**config.mk**
```make
export PLATFORM = sky130hd
export DESIGN_NAME = queue_push_arb_flat
export DESIGN_NICKNAME = d
export VERILOG_FILES = /design/src/rtl/queue_push_arb_if.sv /design/src/rtl/queue_push_arb.sv /design/src/flat_wrapper.sv
export SDC_FILE = /design/constraint.sdc
export NUM_CORES = 1
export LEC_CHECK = 0
export ABC_CLOCK_PERIOD_IN_PS = 9240
export CAP_MARGIN = 20
export CORE_UTILIZATION = 30
export CTS_CLUSTER_SIZE = 24
export DETAILED_ROUTE_END_ITERATION = 8
export MAX_ROUTING_LAYER = met4
export PLACE_DENSITY = 0.87
export REMOVE_ABC_BUFFERS = 1
export SLEW_MARGIN = 10
export SYNTH_ARGS = -nofsm -noshare
export SYNTH_HDL_FRONTEND = slang
export SYNTH_SLANG_ARGS = --single-unit
```
**constraint.sdc**
```tcl
create_clock -name clk -period 9.24 [get_ports clk]
set_input_delay 2.772 -clock clk [delete_from_list [all_inputs] [get_ports clk]]
set_output_delay 2.772 -clock clk [all_outputs]
set_load 0.02 [all_outputs]
```
**src/rtl/queue_push_arb_if.sv**
```systemverilog
// Push-side bus of queue_push_arb: R requester channels in, one queue push port out.
//   i_req_vld  [R]       per-requester valid
//   i_req_dat  [R*W]     per-requester payload, requester k at [k*W +: W]
//   i_req_last [R]       last beat of a burst (used only when bursts are enabled)
//   o_req_rdy  [R]       one-hot accept; a beat transfers on vld & rdy
//   o_push               push strobe to the queue controller / SRAM write port
//   o_push_dat [W]       payload of the granted requester
//   o_push_src [log2 R]  index of the granted requester
// Modports: master = requesters and queue side (drives requests), slave = arbiter.
interface queue_push_arb_if #(
    parameter int unsigned R = 4,
    parameter int unsigned W = 32
);
    localparam int unsigned SRC_W = $clog2(R);

    logic [R-1:0]     i_req_vld;
    logic [R*W-1:0]   i_req_dat;
    logic [R-1:0]     i_req_last;
    logic [R-1:0]     o_req_rdy;
    logic             o_push;
    logic [W-1:0]     o_push_dat;
    logic [SRC_W-1:0] o_push_src;

    modport master (
        output i_req_vld,
        output i_req_dat,
        output i_req_last,
        input  o_req_rdy,
        input  o_push,
        input  o_push_dat,
        input  o_push_src
    );

    modport slave (
        input  i_req_vld,
        input  i_req_dat,
        input  i_req_last,
        output o_req_rdy,
        output o_push,
        output o_push_dat,
        output o_push_src
    );
endinterface

```
**src/rtl/queue_push_arb.sv**
```systemverilog
// Round-robin arbiter sharing one queue controller push port between R requesters.
// Tracks queue occupancy itself so a grant can never overrun the queue; the pop side
// is only observed to return credit.
//   clk, rst     clock, synchronous active-high reset
//   bus          queue_push_arb_if slave: request channels in, push port out
//   i_pop        pop strobe seen by the queue controller
//   o_count      registered occupancy (0..N)
//   o_full       o_count == N
//   o_empty      o_count == 0
//   o_pop_err    sticky: pop seen while empty, cleared only by rst
// Optional feature: define QUEUE_PUSH_ARB_BURST_EN to keep a grant locked to one
// requester until it presents i_req_last on an accepted beat.
module queue_push_arb #(
    parameter int unsigned R = 4,
    parameter int unsigned N = 8,
    parameter int unsigned W = 32,
    localparam int unsigned CNT_W = $clog2(N) + 1
) (
    input  logic                   clk,
    input  logic                   rst,
    queue_push_arb_if.slave        bus,
    input  logic                   i_pop,
    output logic [CNT_W-1:0]       o_count,
    output logic                   o_full,
    output logic                   o_empty,
    output logic                   o_pop_err
);
    localparam int unsigned SRC_W = $clog2(R);

    // (base + off) mod R; R need not be a power of two, so wrap explicitly.
    function automatic logic [SRC_W-1:0] wrap_add(logic [SRC_W-1:0] base, int unsigned off);
        logic [SRC_W:0] sum;
        sum = {1'b0, base} + (SRC_W + 1)'(off);
        if (sum >= (SRC_W + 1)'(R)) begin
            sum = sum - (SRC_W + 1)'(R);
        end
        return sum[SRC_W-1:0];
    endfunction

    logic [SRC_W-1:0] rr_ptr_q, rr_ptr_d;
    logic [CNT_W-1:0] count_q, count_d;
    logic             pop_err_q, pop_err_d;
    logic [SRC_W-1:0] winner;
    logic             winner_vld;
    logic             grant;
    logic             pop_eff;
    logic             full;
`ifdef QUEUE_PUSH_ARB_BURST_EN
    logic             lock_q, lock_d;
    logic [SRC_W-1:0] lock_src_q, lock_src_d;
`endif

    assign full = (count_q == CNT_W'(N));

    // Winner: first valid requester scanning from rr_ptr upward, modulo R.
    always_comb begin
        logic [SRC_W-1:0] idx;
        winner_vld = 1'b0;
        winner     = '0;
        idx        = '0;
        for (int unsigned i = 0; i < R; i++) begin
            idx = wrap_add(rr_ptr_q, i);
            if (!winner_vld && bus.i_req_vld[idx]) begin
                winner_vld = 1'b1;
                winner     = idx;
            end
        end
`ifdef QUEUE_PUSH_ARB_BURST_EN
        // A locked burst owner is the only candidate, even across vld gaps.
        if (lock_q) begin
            winner     = lock_src_q;
            winner_vld = bus.i_req_vld[lock_src_q];
        end
`endif
    end

    // No bypass: a pop in the same cycle does not unmask a full queue.
    assign grant = winner_vld && !full && !rst;

    always_comb begin
        bus.o_req_rdy  = '0;
        bus.o_push_dat = '0;
        for (int unsigned k = 0; k < R; k++) begin
            bus.o_req_rdy[k] = grant && (winner == SRC_W'(k));
            if (winner == SRC_W'(k)) begin
                bus.o_push_dat = bus.i_req_dat[k*W +: W];
            end
        end
        bus.o_push     = grant;
        bus.o_push_src = winner;
    end

    // Next-state: occupancy, sticky error, round-robin pointer, burst lock.
    always_comb begin
        logic [CNT_W-1:0] delta;
        pop_eff   = i_pop && (count_q != '0);
        pop_err_d = pop_err_q || (i_pop && (count_q == '0));
        delta     = '0;
        if (grant && !pop_eff) begin
            delta = CNT_W'(1);
        end else if (pop_eff && !grant) begin
            delta = '1;
        end
        count_d  = count_q + delta;
        rr_ptr_d = rr_ptr_q;
`ifdef QUEUE_PUSH_ARB_BURST_EN
        lock_d     = lock_q;
        lock_src_d = lock_src_q;
        if (grant) begin
            if (bus.i_req_last[winner]) begin
                lock_d   = 1'b0;
                rr_ptr_d = wrap_add(winner, 1);
            end else begin
                lock_d     = 1'b1;
                lock_src_d = winner;
            end
        end
`else
        if (grant) begin
            rr_ptr_d = wrap_add(winner, 1);
        end
`endif
    end

    always_ff @(posedge clk) begin
        if (rst) begin
            rr_ptr_q   <= '0;
            count_q    <= '0;
            pop_err_q  <= 1'b0;
`ifdef QUEUE_PUSH_ARB_BURST_EN
            lock_q     <= 1'b0;
            lock_src_q <= '0;
`endif
        end else begin
            rr_ptr_q   <= rr_ptr_d;
            count_q    <= count_d;
            pop_err_q  <= pop_err_d;
`ifdef QUEUE_PUSH_ARB_BURST_EN
            lock_q     <= lock_d;
            lock_src_q <= lock_src_d;
`endif
        end
    end

    assign o_count   = count_q;
    assign o_full    = full;
    assign o_empty   = (count_q == '0);
    assign o_pop_err = pop_err_q;
endmodule
```
**src/flat_wrapper.sv**
```systemverilog
// flat-port wrapper written by rule: the top's interface ports become plain ports
module queue_push_arb_flat 
#(
    parameter int unsigned R = 4,
    parameter int unsigned N = 8,
    parameter int unsigned W = 32,
    localparam int unsigned CNT_W = $clog2(N) + 1
)
  (clk, rst, i_pop, o_count, o_full, o_empty, o_pop_err, bus_i_req_vld, bus_i_req_dat, bus_i_req_last, bus_o_req_rdy, bus_o_push, bus_o_push_dat, bus_o_push_src);
  queue_push_arb_if #(.R(R), .W(W)) bus_i ();
  input  logic clk;
  input  logic rst;
  input  logic i_pop;
  output logic [CNT_W-1:0] o_count;
  output logic o_full;
  output logic o_empty;
  output logic o_pop_err;
  input wire logic [$bits(bus_i.i_req_vld)-1:0] bus_i_req_vld;
  input wire logic [$bits(bus_i.i_req_dat)-1:0] bus_i_req_dat;
  input wire logic [$bits(bus_i.i_req_last)-1:0] bus_i_req_last;
  output wire logic [$bits(bus_i.o_req_rdy)-1:0] bus_o_req_rdy;
  output wire logic [$bits(bus_i.o_push)-1:0] bus_o_push;
  output wire logic [$bits(bus_i.o_push_dat)-1:0] bus_o_push_dat;
  output wire logic [$bits(bus_i.o_push_src)-1:0] bus_o_push_src;
  assign bus_i.i_req_vld = bus_i_req_vld;
  assign bus_i.i_req_dat = bus_i_req_dat;
  assign bus_i.i_req_last = bus_i_req_last;
  assign bus_o_req_rdy = bus_i.o_req_rdy;
  assign bus_o_push = bus_i.o_push;
  assign bus_o_push_dat = bus_i.o_push_dat;
  assign bus_o_push_src = bus_i.o_push_src;
  queue_push_arb #(.R(R), .N(N), .W(W)) u_core (.clk(clk), .rst(rst), .bus(bus_i), .i_pop(i_pop), .o_count(o_count), .o_full(o_full), .o_empty(o_empty), .o_pop_err(o_pop_err));
endmodule
```
==> results of run 1 <==
flip-flops by register name, indices dropped and copies added, names as in the netlist:
| signal | cells |
|---|---|
| u_core.rr_ptr_q | 2 |
| u_core.o_count | 4 |
| u_core.o_pop_err | 1 |
Yosys cell counts:
| library cell | instances |
|---|---|
| buf_2 | 1 |
| nand3b_1 | 33 |
| dfxtp_1 | 7 |
| xor2_1 | 1 |
| xnor2_1 | 3 |
| clkbuf_1 | 21 |
| mux2_1 | 1 |
| and2_1 | 5 |
| nand2_1 | 66 |
| nand2b_1 | 3 |
| inv_1 | 7 |
| o21ai_0 | 11 |
| nor4_4 | 1 |
| a22oi_1 | 1 |
| o221ai_1 | 1 |
| a211oi_1 | 1 |
| nor4_1 | 1 |
| a21oi_1 | 68 |
| o41a_1 | 1 |
| o31ai_2 | 1 |
| a21o_1 | 1 |
| nor2_1 | 5 |
| o22ai_1 | 2 |
| o2bb2ai_1 | 1 |
| and2b_2 | 1 |
| buf_6 | 1 |
| a211oi_2 | 1 |
| nor2b_1 | 3 |
| nor3_2 | 1 |
| or3b_1 | 1 |
| ha_1 | 7 |
| o21ai_1 | 23 |
| buf_1 | 4 |
layer usage:
layer / GRT usage, % / vias up / share of wire [%]
met2: 45.4 / 104 / 49
met1: 29.6 / 1166 / 43
met5: - / - / 0
li1: - / 1314 / -
met4: 6.35 / 0 / 1.4
met3: 2.75 / 11 / 6.2
cell usage in the layout, fill, tap and decap left out, drive strengths merged, types with 2 or more instances in the layout:
cell           instances
a21oi                 68
xnor2                  3
nor2                   5
nor4                   2
o21ai                 34
buf                    5
clkdlybuf4s50        180
ha                     7
a211oi                 2
nand2b                 3
nand3b                33
o22ai                  2
nor2b                  3
inv                    7
nand2                 66
dfxtp                  7
and2                   5
clkbuf                 4
kinds of logic (layout without fill, tap and decap cells):
logic type | count (synthesis) | in the layout | share of synthesized area [%]
simple gates | 120 | 120 | 38.7
compound gates | 112 | 112 | 36.4
buf+inv | 34 | 196 | 8.28
fa+ha+maj | 7 | 7 | 5.31
flops | 7 | 7 | 8.50
xor+xnor | 4 | 4 | 2.13
mux | 1 | 1 | 0.683
worst max-delay path, cell delays in order:
cell,delay (ns)
clkdlybuf4s50_1,0.58
nand2b_1,0.15
a21oi_1,0.08
a211oi_1,0.21
buf_4,0.17
ha_2,0.40
buf_12,0.25
nand2_1,0.08
a21oi_1,0.14
a21oi_1,0.06
o21ai_0,0.15
clkdlybuf4s50_1,0.65
metrics by stage:
stage	std cells	hold WS (ns)
finish	517	0.483
global route	517	0.520
CTS	517	0.488
detailed placement	513	0.471
global placement	513	0.449
floorplan	258	0.481
worst max-delay path by stage:
stage | endpoint | slack, ns | cells after the start
5_1_grt | bus_o_push_dat[27] | 0.46 | 12
3_5_place_dp | bus_o_push_dat[25] | 0.74 | 12
4_1_cts | bus_o_push_dat[25] | 0.72 | 12
2_1_floorplan | bus_o_push_dat[0] | 0.83 | 8
6_report | bus_o_push_dat[27] | 0.75 | 12
3_3_place_gp | bus_o_push_dat[25] | 0.79 | 12
power by group through the flow:
| stage | Combinational, mW | Clock (mW) | Sequential [mW] |
|---|---|---|---|
| after floorplan | 0.444 | 0 | 0.0642 |
| after global placement | 0.818 | 0 | 0.0587 |
| after detailed placement | 0.830 | 0 | 0.0597 |
| after CTS | 0.835 | 0.0440 | 0.0596 |
| after global routing | 0.902 | 0.0467 | 0.0620 |
| final | 0.829 | 0.0439 | 0.0597 |
area by class of cell:
cell class	count	area, µm²	area share, %
Timing Repair Buffer	185	1880	52.8
Multi-Input combinational cell	244	1380	38.8
Sequential cell	7	140	3.94
Tap cell	70	87.6	2.46
Clock buffer	4	45.0	1.27
Inverter	7	26.3	0.739
==> impl_metrics.tcl, run 1 <==
set metrics [dict create \
    core-area_um2 5200 \
    synth_top_cell_area_share_pct 20.7 \
    critPathMaxFanout 48 \
    cts_sinks 7 \
    die_w_um 76.1 \
    cts_setup_buffers 0 \
    p_int_mw 0.466 \
    whs_endpoint "u_core.o_pop_err$_SDFF_PP0_" \
    layout-drive-gt1-share_pct 3.58 \
    start_util_pct 31.7 \
    clk_latency_ns 0.23 \
    fin_nets 594 \
    io_pins 185 \
    htree_levels 1 \
    place_area_um2 3510 \
    final_core_util_pct 68.3 \
    min_path_cells 2 \
    max_slew_margin_pct 65.9 \
    worst_pin_slew_ns 0.512 \
    timing.final.ws_setup_ns 0.746 \
    drv_slew 0 \
    p_switching_mw 0.467 \
    cts_buffer_depth 2 \
    pre_cts_slack_ns 0.743 \
    wl_mm 7.41 \
    period_share_pct 91.9 \
    diodes 0 \
    power_density_nw_per_um2 262 \
    endpoint_kind "output port" \
    status "complete, no violations" \
    worstHoldPathType "reg -> reg" \
    grt_max_degree 49 \
    vdd_drop_max_v 0.000155 \
    area_growth_pct 116 \
    cp.required_ns 6.47 \
    yosysWarnings 0 \
    crit_start "bus_i_req_vld[1]" \
    grt_usage_pct 25.1 \
    postRouteAntennaNets 0 \
    place_congestion 0.818 \
    fin_area_um2 3550 \
    p_leak_nw 1.26 \
    syn_avg_cell_area_um2 5.78 \
    r2r_cells 10 \
    rr_endpoint "u_core.o_count[3]$_SDFF_PP0_" \
    fp.dieH_um 76.1 \
    yosys.area.top_type "a21oi_1" \
    clk_pin_slew_ns 0.04 \
    crit_type "in -> out" \
    grt_pass1_wl_mm 11.7 \
    grt-ovfl-total 0 \
    critPathArrivalTime_ns 5.72 \
    vias_per_cell 5.02 \
    skew_ns 0.00201 \
    cts_buffers 3 \
    rsz0062_at_grt "false" \
    n_fill_cell 471 \
    grt_pass1_vias 2495 \
    combPwrFrac_pct 88.9 \
    synthTopCellsByArea "a21oi_1, nand2_1, nand3b_1" \
    rows 26 \
    netlist_instances 285 \
    netlist-cell-type-count 33 \
    netlist_area_um2 1650 \
    setup.worst_path.start_class "input pin" \
    worst-r2r-setup-slack_ns 6.50 \
    finalHoldViolations 0 \
    grt_antenna_before_repair 0 \
    drt-wirelength-per-cell_um 14.3 \
    cts_tree "done" \
    portBuffers 180 \
    r2r_start "u_core.o_count[1]$_SDFF_PP0_" \
    ctsHoldBuffers 0 \
    root_buffer "clkbuf_8" \
    vias 2595 \
    drtIter0Drc 73 \
    maxCapViolCount 0 \
    fin_crit_ns 8.49 \
    hp-start "u_core.o_pop_err$_SDFF_PP0_" \
    fp.dieArea_um2 5790 \
    setup_viol 0 \
    synth_seq_cells 7 \
    p_seq_share_pct 6.4 \
    clkPwrFrac_pct 4.7 \
    drc 0 \
    p_sw_share_pct 50.1 \
    drtPass1Iterations 4 \
    yosysSeqAreaShare_pct 8.50 \
    total_power_mw 0.933 \
    fin_setup_tns_ns 0 \
    max_freq_ghz 0.118 \
    ctsResizeCount 0 \
    hpwl_mm 5.59 \
]
(Power assumes the default switching activity.)
==> run 2: changes to the inputs <==
- PLACE_DENSITY: 0.87 -> unset
- PLACE_DENSITY_LB_ADDON: unset -> 0.05
==> run 2 against run 1 <==
  * Die area is the same
  * Count of clock-buffer cells in the layout did not move
  * Utilization rose by 0.29 points
  * Clock skew about the same
  * Non-clock buffer count grew 2
  * Final cell count grew 0.39%
  * Fmax shrank 0.60%
  * First-iteration DRC count rose by 77%
  * Sequential power barely moved
  * Cell area grew 0.42%
  * Critical path depth increased by 1
  * Sequential share of layout area about the same
  * Critical path type unchanged
  * Highest routed layer unchanged
==> impl_metrics.tcl, run 2 (synthesis results as in run 1) <==
set metrics [dict create \
    combPwrFrac_pct 88.9 \
    p_seq_share_pct 6.4 \
    max_slew_margin_pct 65.6 \
    cts_tree "done" \
    power_density_nw_per_um2 262 \
    path_common_cell "a21oi_1" \
    cp.required_ns 6.47 \
    crit_family "buffers and inverters" \
    cts_buffers 3 \
    drv_slew 0 \
    layout-drive-gt1-share_pct 4.01 \
    cp_slowest_stage_delay_ns 0.64 \
    endpoint_kind "output port" \
    setup_viol 0 \
    drtIter0Drc 129 \
    layout.cells.most_common "clkdlybuf4s50_1" \
    grt_antenna_before_repair 0 \
    grt_pass1_wl_mm 12.2 \
    hpwl_mm 5.95 \
    crit_type "in -> out" \
    drc 0 \
    p_sw_share_pct 49.7 \
    clk_latency_ns 0.23 \
    finalHoldViolations 0 \
    critPathMaxFanout 24 \
    vias_per_cell 4.97 \
    path_cells "clkdlybuf4s50_1 > nand2b_1 > a21oi_1 > a211oi_1 > buf_4 > inv_1 > ha_1 > buf_12 > nand3b_1 > a21oi_1 > a21oi_1 > o21ai_0 > clkdlybuf4s50_1" \
    worstHoldPathType "reg -> reg" \
    fin_nets 596 \
    cpMaxStageDelayCell "clkdlybuf4s50_1" \
    ctsResizeCount 0 \
    ctsHoldBuffers 0 \
    status "complete, no violations" \
    drt-wirelength-per-cell_um 15.0 \
    fin_setup_tns_ns 0 \
    layout_common_cells "clkdlybuf4s50_1, a21oi_1, nand2_1, nand3b_1, o21ai_1" \
    rsz0062_at_grt "false" \
    place_congestion 0.856 \
    n_fill_cell 487 \
    io_pins 185 \
    clkPwrFrac_pct 4.7 \
    p_switching_mw 0.464 \
    total_power_mw 0.934 \
    grt_usage_pct 26.6 \
    critPathArrivalTime_ns 5.77 \
    core-area_um2 5200 \
    diodes 0 \
    cts_buffer_depth 2 \
    path_buf_inv 5 \
    root_buffer "clkbuf_8" \
    grt_max_degree 62 \
    dp_cells 515 \
    postRouteAntennaNets 0 \
    maxCapViolCount 0 \
    drtPass1Iterations 5 \
    finalNonFillerCells 519 \
    p_int_mw 0.470 \
    largest_reg_flops 4 \
    grt-ovfl-total 0 \
    period_share_pct 92.5 \
    htree_levels 1 \
    clk_pin_slew_ns 0.04 \
    max_freq_ghz 0.117 \
    vdd_drop_max_v 0.000151 \
    worst_pin_slew_ns 0.517 \
    p_leak_nw 1.27 \
    vias 2577 \
    fp.dieArea_um2 5790 \
    wl_mm 7.78 \
    start_util_pct 31.7 \
    die_w_um 76.1 \
    portBuffers 180 \
    setup.worst_path.start_class "input pin" \
    rows 26 \
    fp.dieH_um 76.1 \
    cts_sinks 7 \
    skew_ns 0.00209 \
    grt_pass1_vias 2435 \
    fin_crit_ns 8.54 \
    cts_setup_buffers 0 \
    area_growth_pct 117 \
]
[run 2: final timing paths]
check,slack [ns],cells after the start,start,endpoint
worst min-delay path,0.49,2,u_core.o_pop_err$_SDFF_PP0_,u_core.o_pop_err$_SDFF_PP0_
worst max register to register,6.49,10,u_core.o_count[1]$_SDFF_PP0_,u_core.o_count[3]$_SDFF_PP0_
worst min register to register,0.49,2,u_core.o_pop_err$_SDFF_PP0_,u_core.o_pop_err$_SDFF_PP0_
worst max-delay path,0.70,13,bus_i_req_vld[1],bus_o_push_dat[2]
[run 2: worst register-to-register path: cells and delay by family, from the launching register on]
| family | cells | cell delay (ns) |
|---|---|---|
| simple gates | 2 | 0.22 |
| buf+inv | 2 | 0.20 |
| mux | 1 | 0.33 |
| flops | 1 | 0.51 |
| compound gates | 3 | 0.83 |
| fa+ha+maj | 2 | 0.53 |
[run 2: power groups by stage]
stage               Combinational (mW)  Clock (mW)  Sequential (mW)
global route                     0.899      0.0461           0.0614
floorplan                        0.444           0           0.0642
CTS                              0.834      0.0450           0.0589
global placement                 0.818           0           0.0585
finish                           0.830      0.0443           0.0594
detailed placement               0.831           0           0.0592
[run 2: layout make-up]
cell class	count	area [µm²]	area share [%]
inverters	7	26.3	0.736
well taps	70	87.6	2.45
clock buffers	4	45.0	1.26
repair buffers	187	1890	53.0
flip-flops and latches	7	140	3.93
multi-input cells	244	1380	38.6
[run 2: metrics by stage]
stage | area, µm² | setup slack, ns | hold slack, ns | util (%)
CTS | 3570 | 0.654 | 0.501 | 68.6
global route | 3570 | 0.451 | 0.528 | 68.6
floorplan | 1540 | 0.833 | 0.481 | -
finish | 3570 | 0.695 | 0.487 | 68.6
global placement | 3520 | 0.787 | 0.462 | 67.7
detailed placement | 3520 | 0.671 | 0.486 | 67.7
[run 2: metal layers]
layer / vias to the layer above / share of wire, % / GRT usage (%)
li1: 1319 / - / -
met1: 1147 / 43 / 30.8
met2: 96 / 48 / 46.5
met3: 15 / 6.5 / 4.79
met4: 0 / 2.0 / 8.08
met5: - / 0 / -
==> RTL change (config.mk and constraints of run 1) <==
`W` is set to 32 in 3 places; all go to 48.
--- a/src/rtl/queue_push_arb_if.sv
+++ b/src/rtl/queue_push_arb_if.sv
@@ -11,3 +11,3 @@
     parameter int unsigned R = 4,
-    parameter int unsigned W = 32
+    parameter int unsigned W = 48
 );
--- a/src/rtl/queue_push_arb.sv
+++ b/src/rtl/queue_push_arb.sv
@@ -15,3 +15,3 @@
     parameter int unsigned N = 8,
-    parameter int unsigned W = 32,
+    parameter int unsigned W = 48,
     localparam int unsigned CNT_W = $clog2(N) + 1
--- a/src/flat_wrapper.sv
+++ b/src/flat_wrapper.sv
@@ -5,3 +5,3 @@
     parameter int unsigned N = 8,
-    parameter int unsigned W = 32,
+    parameter int unsigned W = 48,
     localparam int unsigned CNT_W = $clog2(N) + 1
Ports: changed (resized bus_i_req_dat and bus_o_push_dat); port bits go from 185 to 265. No check against the original RTL was run, so the function may have changed too.
==> RTL change against run 1 <==
Non-clock buffer count is 84 higher. Routed wire length is 60% higher. First-iteration DRC count is 110% higher. Setup slack worse by 0.22 ns. Core utilization is 2.6 points higher. Design area is 38% higher. Power is 39% higher. Sequential cell count stayed put. Sequential power is 0.7% lower. Die area is 32% higher. Area after synthesis is 33% higher. Maximum frequency is 2.5% lower. Register-to-register slack worse by 0.07 ns.
==> RTL change: results <==
group,metric,value,unit
place,postPlaceCellArea,4850,um2
worst_setup_path,regToRegEndpoint,"u_core.o_count[3]$_SDFF_PP0_",
grt,grt_use_total,29.2,%
grt,met1_usage,32.0,%
detailed_routing,drtPass1Iterations,5,
worst_setup_path,reg2reg_slack,6.43,ns
worst_setup_path,max_stage_delay,0.68,ns
layout,finalNetCount,838,
synthesis,synth-seq-area-share,6.41,%
place,port_buffers,260,
place,hpwl,9240,um
worst_setup_path,arrival,5.94,ns
place,place_inst,719,
status,status,"finished clean",
grt,grt_max_degree,98,
worst_setup_path,cp_max_fo,22,
layout,n_fill_cell,583,
clock_tree,post_cts_resized,0,
detailed_routing,vias_per_cell,5.03,
place,dp_slack,0.520,ns
detailed_routing,wl_per_cell,16.4,um
layout,antenna_cells,0,
synthesis,yosysUniqueCellTypes,33,
detailed_routing,vias,3635,
sta,worst_pin_slew,0.999,ns
layout,layout-drive-gt1-share,3.35,%
power_and_ir_drop,ir_drop,0.000179,V
synthesis,synth_common_cells,"a21oi_1 (100), nand2_1 (98), nand3b_1 (49), o21ai_1 (49), clkbuf_1 (29)",
grt,grt_first_pass_wirelength,16900,um
power_and_ir_drop,p_leak,1.72,nW
grt,grt_pass1_vias,3368,
synthesis,synth_area_leaders,"a21oi_1 (23%), nand2_1 (17%), nand3b_1 (17%), o21ai_1 (11%), dfxtp_1 (6.4%)",
place,gp_congestion,0.909,
synthesis,synth_top_flop_cell,"dfxtp_1",
grt,grtUsageMet3,10.0,%
## RTL change: cell families (layout without fill, tap and decap cells)
| family | count (synthesis) | in the layout | synth area share, % |
|---|---|---|---|
| AO/OA/AOI/OAI | 160 | 160 | 38.4 |
| XOR/XNOR | 4 | 4 | 1.60 |
| adder cells (fa/ha/maj) | 7 | 7 | 4.01 |
| buffers and inverters | 47 | 280 | 8.82 |
| flip-flops | 7 | 7 | 6.41 |
| multiplexers | 1 | 1 | 0.515 |
| AND/OR/NAND/NOR | 168 | 168 | 40.2 |
## RTL change: how the worst max path moves through the flow
stage                                    end        startpoint  slack, ns  depth (start not counted)
after detailed placement  bus_o_push_dat[13]  bus_i_req_vld[0]       0.52                         11
final                     bus_o_push_dat[37]  bus_i_req_vld[0]       0.52                         11
after global routing      bus_o_push_dat[34]  bus_i_req_vld[0]       0.33                          9
after CTS                 bus_o_push_dat[13]  bus_i_req_vld[0]       0.52                         11
after floorplan            bus_o_push_dat[0]  bus_i_req_vld[2]       0.44                          5
after global placement    bus_o_push_dat[13]  bus_i_req_vld[0]       0.63                         11
## RTL change: per-stage QoR
step / hold slack (ns) / util [%]
5_1_grt: 0.540 / 70.9
6_report: 0.470 / 70.9
4_1_cts: 0.481 / 70.9
3_3_place_gp: 0.451 / 70.2
2_1_floorplan: 0.481 / -
3_5_place_dp: 0.471 / 70.2
## RTL change: worst reg2reg max path, delay by kind of cell (launching register included)
family,cells,cell delay (ns)
AO/OA/AOI/OAI,3,0.87
adder cells (fa/ha/maj),2,0.54
AND/OR/NAND/NOR,2,0.23
multiplexers,1,0.33
flip-flops,1,0.53
buffers and inverters,2,0.20
## RTL change: routing by layer
layer | vias up | routed length (um)
li1 | 1838 | -
met1 | 1622 | 4550
met5 | - | 0
met3 | 25 | 1250
met4 | 0 | 254
met2 | 150 | 5770
## RTL change: report_power, final
part | leakage [nW] | switching (mW) | internal [mW]
combinational | 1.64 | 0.645 | 0.551
clock | 0.0228 | 0.0138 | 0.0299
sequential | 0.0581 | 0.0173 | 0.0420
## RTL change: area by class of cell
class                           count  area, um2  area share, %
Tap cell                           96        120           2.45
Multi-Input combinational cell    340       1880           38.4
Timing Repair Buffer              269       2680           54.8
Sequential cell                     7        140           2.86
Inverter                            7       26.3          0.537
Clock buffer                        4       45.0          0.920
